`config.mk`:
```
export PLATFORM = sky130hd
export DESIGN_NAME = rd_writeback_controller
export DESIGN_NICKNAME = d
export VERILOG_FILES = /design/src/rtl/rd_writeback_controller.sv
export SDC_FILE = /design/constraint.sdc
export NUM_CORES = 1
export LEC_CHECK = 0
export CORE_UTILIZATION = 41
export CTS_CLUSTER_SIZE = 16
export DETAILED_ROUTE_END_ITERATION = 7
export PLACE_DENSITY = 0.67
export SETUP_SLACK_MARGIN = 0.1
export SLEW_MARGIN = 20
export SYNTH_ARGS = -nofsm -noshare
export SYNTH_HDL_FRONTEND = slang
export SYNTH_SLANG_ARGS = --single-unit
export TNS_END_PERCENT = 10
```
`constraint.sdc`:
```
create_clock -name clock -period 2.3 [get_ports clock]
set_clock_uncertainty 0.15 [all_clocks]
set_input_delay 0.575 -clock clock [delete_from_list [all_inputs] [get_ports clock]]
set_output_delay 0.575 -clock clock [all_outputs]
set_load 0.02 [all_outputs]
```
`src/rtl/rd_writeback_controller.sv`:
```
// rd_writeback_controller
//
// Sequences the register-file writeback path. Each accepted request selects one
// of four rd sources (memory, ALU, immediate former, branch ALU) and a
// destination register. Non-memory sources, and memory when MEM_LATENCY is 1,
// write back on the cycle after the accept. Memory loads with a longer latency
// wait in a pending state until their data is due. Committed writes are counted.
//
// Parameters:
//   MEM_LATENCY  cycles from a memory accept to its writeback cycle (1..8)
//   COUNT_WIDTH  width of the committed-writeback counter
//
// Ports:
//   clock                 rising-edge clock
//   reset                 synchronous, active-high reset
//   issue_valid           writeback request present
//   issue_ready           request can be accepted this cycle
//   issue_source          0=memory, 1=ALU, 2=immediate former, 3=branch ALU
//   issue_rd_addr         destination register index
//   flush                 cancel a pending memory writeback, block acceptance
//   mem_output_enable     select memory output onto rd
//   alu_output_enable     select ALU output onto rd
//   imm_output_enable     select immediate former output onto rd
//   branch_output_enable  select branch ALU output onto rd
//   rd_write_enable       register file write strobe
//   rd_address            register file write index
//   busy                  memory writeback pending
//   writeback_count       number of committed writes (wraps)

module rd_writeback_controller #(
  parameter int unsigned MEM_LATENCY = 2,
  parameter int unsigned COUNT_WIDTH = 32
) (
  input  logic                   clock,
  input  logic                   reset,
  input  logic                   issue_valid,
  output logic                   issue_ready,
  input  logic [1:0]             issue_source,
  input  logic [4:0]             issue_rd_addr,
  input  logic                   flush,
  output logic                   mem_output_enable,
  output logic                   alu_output_enable,
  output logic                   imm_output_enable,
  output logic                   branch_output_enable,
  output logic                   rd_write_enable,
  output logic [4:0]             rd_address,
  output logic                   busy,
  output logic [COUNT_WIDTH-1:0] writeback_count
);

  typedef enum logic [1:0] {
    StIdle,
    StMemWait,
    StWrite
  } state_e;

  typedef enum logic [1:0] {
    SrcMem    = 2'd0,
    SrcAlu    = 2'd1,
    SrcImm    = 2'd2,
    SrcBranch = 2'd3
  } src_e;

  // A single-cycle memory latency needs no wait state at all.
  localparam bit MemDirect = (MEM_LATENCY <= 1);
  // The accept edge and the final MEM_WAIT -> WRITE edge account for two of the
  // MEM_LATENCY cycles, so the down-counter starts at MEM_LATENCY-2.
  localparam logic [2:0] WaitInit = MemDirect ? 3'd0 : 3'(MEM_LATENCY - 2);

  state_e                 state_q;
  logic [2:0]             wait_cnt_q;
  logic [4:0]             pend_addr_q;
  logic                   mem_en_q;
  logic                   alu_en_q;
  logic                   imm_en_q;
  logic                   br_en_q;
  logic                   we_q;
  logic [4:0]             addr_q;
  logic                   busy_q;
  logic [COUNT_WIDTH-1:0] count_q;

  src_e issue_src;
  logic accept;
  logic issue_to_wait;

  assign issue_src     = src_e'(issue_source);
  assign issue_ready   = !reset && !flush && (state_q != StMemWait);
  assign accept        = issue_valid && issue_ready;
  assign issue_to_wait = (issue_src == SrcMem) && !MemDirect;

  always_ff @(posedge clock) begin
    if (reset) begin
      state_q     <= StIdle;
      wait_cnt_q  <= '0;
      pend_addr_q <= '0;
      mem_en_q    <= 1'b0;
      alu_en_q    <= 1'b0;
      imm_en_q    <= 1'b0;
      br_en_q     <= 1'b0;
      we_q        <= 1'b0;
      addr_q      <= '0;
      busy_q      <= 1'b0;
      count_q     <= '0;
    end else begin
      // Enables and the strobe are single-cycle pulses; only WRITE entry sets them.
      mem_en_q <= 1'b0;
      alu_en_q <= 1'b0;
      imm_en_q <= 1'b0;
      br_en_q  <= 1'b0;
      we_q     <= 1'b0;

      if (we_q) begin
        count_q <= count_q + COUNT_WIDTH'(1);
      end

      unique case (state_q)
        StIdle, StWrite: begin
          if (accept) begin
            if (issue_to_wait) begin
              state_q     <= StMemWait;
              wait_cnt_q  <= WaitInit;
              pend_addr_q <= issue_rd_addr;
              busy_q      <= 1'b1;
            end else begin
              state_q <= StWrite;
              addr_q  <= issue_rd_addr;
              // x0 still pulses its source enable but never strobes the file.
              we_q    <= (issue_rd_addr != 5'd0);
              unique case (issue_src)
                SrcMem:    mem_en_q <= 1'b1;
                SrcAlu:    alu_en_q <= 1'b1;
                SrcImm:    imm_en_q <= 1'b1;
                SrcBranch: br_en_q  <= 1'b1;
              endcase
            end
          end else begin
            state_q <= StIdle;
          end
        end

        StMemWait: begin
          // flush has priority even on the cycle the wait expires.
          if (flush) begin
            state_q <= StIdle;
            busy_q  <= 1'b0;
          end else if (wait_cnt_q == 3'd0) begin
            state_q  <= StWrite;
            mem_en_q <= 1'b1;
            addr_q   <= pend_addr_q;
            we_q     <= (pend_addr_q != 5'd0);
            busy_q   <= 1'b0;
          end else begin
            wait_cnt_q <= wait_cnt_q - 3'd1;
          end
        end

        default: begin
          state_q <= StIdle;
          busy_q  <= 1'b0;
        end
      endcase
    end
  end

  assign mem_output_enable    = mem_en_q;
  assign alu_output_enable    = alu_en_q;
  assign imm_output_enable    = imm_en_q;
  assign branch_output_enable = br_en_q;
  assign rd_write_enable      = we_q;
  assign rd_address           = addr_q;
  assign busy                 = busy_q;
  assign writeback_count      = count_q;

endmodule

```
; ---- Yosys cells after proc, flatten, opt, wreduce, memory -nomap -nowiden
; Cells that the tools add are included.
; Widths: inputs -> output; s select.
[word_totals]
register_bits = 53
input_bits = 11
word_cells = 76
[op_classes]
n_addsub = 2
eq_ne = 13
n_mux = 29
bitwise_logic = 3
reduce_logical = 18
[op_table]
columns = operator, n
row1 = $add 32x1->32 const B, 1
row2 = $mux 5, 4
row3 = $mux 1, 12
row4 = $mux 3, 4
row5 = $ne 2x2->1 const B, 6
row6 = $pmux 5 s2, 1
row7 = $reduce_and 5->1, 2
row8 = $reduce_bool 5->1, 2
row9 = $mux 2, 4
row10 = $eq 2x2->1 const B, 3
row11 = $pmux 3 s2, 1
row12 = $reduce_and 3->1, 2
row13 = $eq 2x1->1 const B, 2
row14 = $logic_not 2->1, 2
row15 = $pmux 1 s2, 2
row16 = $pmux 2 s2, 1
row17 = $reduce_or 4->1, 1
row18 = $logic_and 1x1->1, 3
row19 = $logic_not 3->1, 1
row20 = $ne 3x3->1 const B, 1
row21 = $not 1->1, 3
row22 = $reduce_or 3->1, 1
row23 = $sub 3x1->3 const B, 1
row24 = $logic_not 1->1, 2
row25 = 3 further kinds, 3

; ---- Depth between registers and ports, before layout
[logic_depth]
depth_word = 6
depth_mapped = 8

; ---- Worst setup path after synthesis
; Ideal clock, no wire load.
[synth_path]
path_kind = reg2reg
from = register count_q[13] (netlist: writeback_count[13])
to = register count_q[28] (netlist: writeback_count[28])
setup_ns = 0.070
t_arrival_ns = 2.013
t_required_ns = 2.080
setup_slack_ns = 0.067
path_stages_with_launch = 7
period_less_slack_ns = 2.233
cell_sequence = dfxtp_1 nand4_1 or4_4 buf_6 buf_6 or4_1 a21oi_1
[synth_via]
elab_chain_len = 1
[synth_rtl]
columns = item, line
row1 = "start, declared", 80  ; logic [COUNT_WIDTH-1:0] count_q;
row2 = "start signal, assigned", 113  ; count_q <= count_q + COUNT_WIDTH'(1);
row3 = $add 32x1->32, 113
; Every way passes these cells.
; A chain may end at the register's enable or synchronous reset.

; ---- Worst setup path after layout
[layout_path]
from = register count_q[22] (netlist: writeback_count[22])
to = output writeback_count[22]
[layout_lines]
columns = item, line
row1 = "end, declared", 48  ; output logic [COUNT_WIDTH-1:0] writeback_count
; No word-level cell between the ends.

==> results.cfg <==
[cells_and_area]
nNetsFinal = 351
antenna_cells = 0
utilization_pct = 57.9
layout-drive-gt1-share_pct = 10.7
area_delta_synth_final_pct = 34.3
instances_no_fill = 410
fill_cells = 513

[logic_synthesis]
yosys.area_share.simple_pct = 25.8
syn_area_sq_um = 2400
synth_edf_count = 0
synthTopCellsByArea = dfxtp_1 44%, a21oi_1 5.8%, mux2i_1 5.4%, or4_1 4.7%, nor2_1 4.1%
synth_seq_cells = 53
netlist_instances = 273
synth_top_family_by_area = simple AND/OR/NAND/NOR gates
synth.net_count = 287
synth_mux_area_share_pct = 5.41
yosysTopAreaCellShare_pct = 44.1
synthArstFlopShare_pct = 0
synth_xor_area_share_pct = 3.64
synth_most_common_cell = dfxtp_1
yosysTopAreaCell = dfxtp_1
synth_cell_types = 34
synthTopCellsByCount = 53 x dfxtp_1, 28 x a21oi_1, 26 x nor2_1
synth_adder_area_share_pct = 1.56
avgSynthCellArea_sq_um = 8.80
ys_seq_area_share_pct = 44.1
yosys_warnings = 0
synth_compound_area_share_pct = 15.0
ys.flop_type = dfxtp_1

[setup_path]
r2r_setup_slack_ns = 0.11
crit_path_start_kind = flop
cp.required_ns = 1.57
path_cells = clkdlybuf4s50_1
timing.critical_path.buf_inv = 1
crit_path_max_incr_delay_ns = 0.67
critPathMaxFanout = 9
worstSetupPathType = flop to output port
cp-end-kind = output port
crit_arrival_ns = 1.48
slowest_stage = clkdlybuf4s50_1
critPathTopFamily = buffers and inverters

[routing]
via_per_inst = 5.44
drtIter0Drc = 85
drc = 0
antenna_left = 0
finalWirelength_mm = 5.35
num_vias = 2232
wl_per_cell_microns = 13.1
first_pass_iters = 4

[power_and_ir_drop]
internal-power_w = 0.00133
swShare_pct = 21.2
p_sw_w = 0.000358
pwr-share-seq_pct = 55.2
power_density_nw_per_um2 = 523
comb_power_share_pct = 5.9
irDropWorstVdd_uv = 343
cellLeakagePower_nw = 1.15
clockPowerShare_pct = 38.9
power_w = 0.00169

[sta]
finalMaxSlewViolations = 0
setup_tns_ns = 0
rsz0062_at_grt = true
hold_viol = 0
post-route-min-period_ns = 2.21
period_share_pct = 96.0
slew_headroom_pct = 65.9
max_freq_ghz = 0.453
setup_violations = 0
setup_ws_ns = 0.0922
worstMarginPinSlew_ns = 0.505

[place]
gp_congestion = 0.762
place_hpwl_mm = 3.78
dp.cells = 401
dp_slack_ns = -0.355
port_buffers = 54

[clocking]
cts_tree = done
path_clk_slew_ns = 0.09
cts.root.buffer_cell = clkbuf_8
cts.htree.levels = 2
clock_sinks = 53
clockBufferDepth = 2
cts_buffers = 5
postCtsHoldBufs = 0
worstSkewPairLatency_ns = 0.31

[worst_hold_path]
hp-class = flop to flop

[run_status]
status = finished, final reports clean

[floorplanning]
core_region_area_sq_um = 5570
die_y_microns = 78.6
fp.dieW_microns = 78.6
rows = 27
ioPinCount = 55
initial_core_util_pct = 43.1
dieArea_sq_um = 6170

[global_route]
antenna_found_initial = 0
grt_pass1_vias = 1947
grt_use_total_pct = 17.9
overflow = 0
grt_start_max_net_pins = 51
grt_pass1_wl_mm = 8.83

[flow_run]
maxCapViolCount = 0
## area by class of cell
| type | count | area [sq um] | area share [%] |
|---|---|---|---|
| clock inverters | 1 | 30.0 | 0.931 |
| inverters | 8 | 30.0 | 0.931 |
| well taps | 72 | 90.1 | 2.79 |
| flip-flops and latches | 53 | 1070 | 33.0 |
| multi-input cells | 196 | 1250 | 38.6 |
| clock buffers | 7 | 86.3 | 2.68 |
| repair buffers | 73 | 678 | 21.0 |
## per-layer routing
metal	vias to the layer above	wire, microns	GRT usage (%)
met1	1036	2530	22.3
met2	51	2560	30.8
met3	7	193	3.49
li1	1138	-	-
met5	-	0	0
met4	0	64	5.56
## registers in the layout, summed over array words and instances, names as in the netlist
register and count:
rd_address 5, mem_output_enable 1, state_q 2, wait_cnt_q 3, busy 1, imm_output_enable 1, alu_output_enable 1, pend_addr_q 5
writeback_count 32, branch_output_enable 1, rd_write_enable 1
## cells in the final DEF (no fill, tap or decap), types with 2 or more instances in the layout
cell type / synthesis / routed
nand4_1: 11 / 11
o21ai_0: 14 / 14
and2_1: 2 / 2
ha_1: 3 / 3
and3_1: 3 / 3
nand3_1: 10 / 10
xnor2_1: 4 / 4
nor3_1: 3 / 3
clkdlybuf4s50_1: 0 / 53
inv_1: 8 / 8
dfxtp_2: 0 / 4
nand2_1: 14 / 14
dfxtp_1: 53 / 49
mux2i_1: 13 / 13
a21oi_1: 28 / 28
clkbuf_8: 0 / 6
buf_4: 0 / 19
o31ai_1: 10 / 10
or3_1: 14 / 14
nor2_1: 26 / 25
xor2_1: 6 / 6
or4_4: 2 / 3
a311oi_1: 5 / 5
and4_1: 3 / 3
or4_1: 15 / 14
## power by group through the flow
stage / combinational [W] / clock (W) / sequential (W)
5_1_grt: 0.000106 / 0.000719 / 0.000934
3_3_place_gp: 0.0000998 / 0 / 0.000953
2_1_floorplan: 0.0000419 / 0 / 0.000960
3_5_place_dp: 0.000100 / 0 / 0.000953
6_report: 0.0000989 / 0.000656 / 0.000932
4_1_cts: 0.000100 / 0.000675 / 0.000932
## metrics by stage
| step | cell area (sq um) | hold slack, ns |
|---|---|---|
| final | 3230 | 0.316 |
| after global routing | 3230 | 0.349 |
| after CTS | 3210 | 0.318 |
| after detailed placement | 3100 | 0.305 |
| after global placement | 3100 | 0.292 |
| after floorplan | 2410 | 0.282 |
## path summary, 6_finish.rpt
kind                            depth (start not counted)                             start                                to
worst max register to register                          4  writeback_count[15]$_SDFFE_PP0P_  writeback_count[31]$_SDFFE_PP0P_
worst max-delay path                                    1  writeback_count[22]$_SDFFE_PP0P_               writeback_count[22]
worst min register to register                          2        wait_cnt_q[0]$_SDFFE_PP0P_        wait_cnt_q[0]$_SDFFE_PP0P_
worst min-delay path                                    2        wait_cnt_q[0]$_SDFFE_PP0P_        wait_cnt_q[0]$_SDFFE_PP0P_
## logic make-up after synthesis
family,Yosys count
AOI/OAI and AO/OA,61
xor gates and xnor gates,10
adders and majority gates,3
buffers and inverters,24
DFF,53
muxes,13
and+or+nand+nor,109
## what timing repair did
| action | 4_1_cts | 5_1_grt |
|---|---|---|
| resized for setup | 5 | 2 |
| endpoints found under the setup margin | 5 | 19 |
| pin swaps | 0 | 1 |
| setup buffers | 0 | 1 |
No activity file was read; power rests on OpenSTA's default activity.
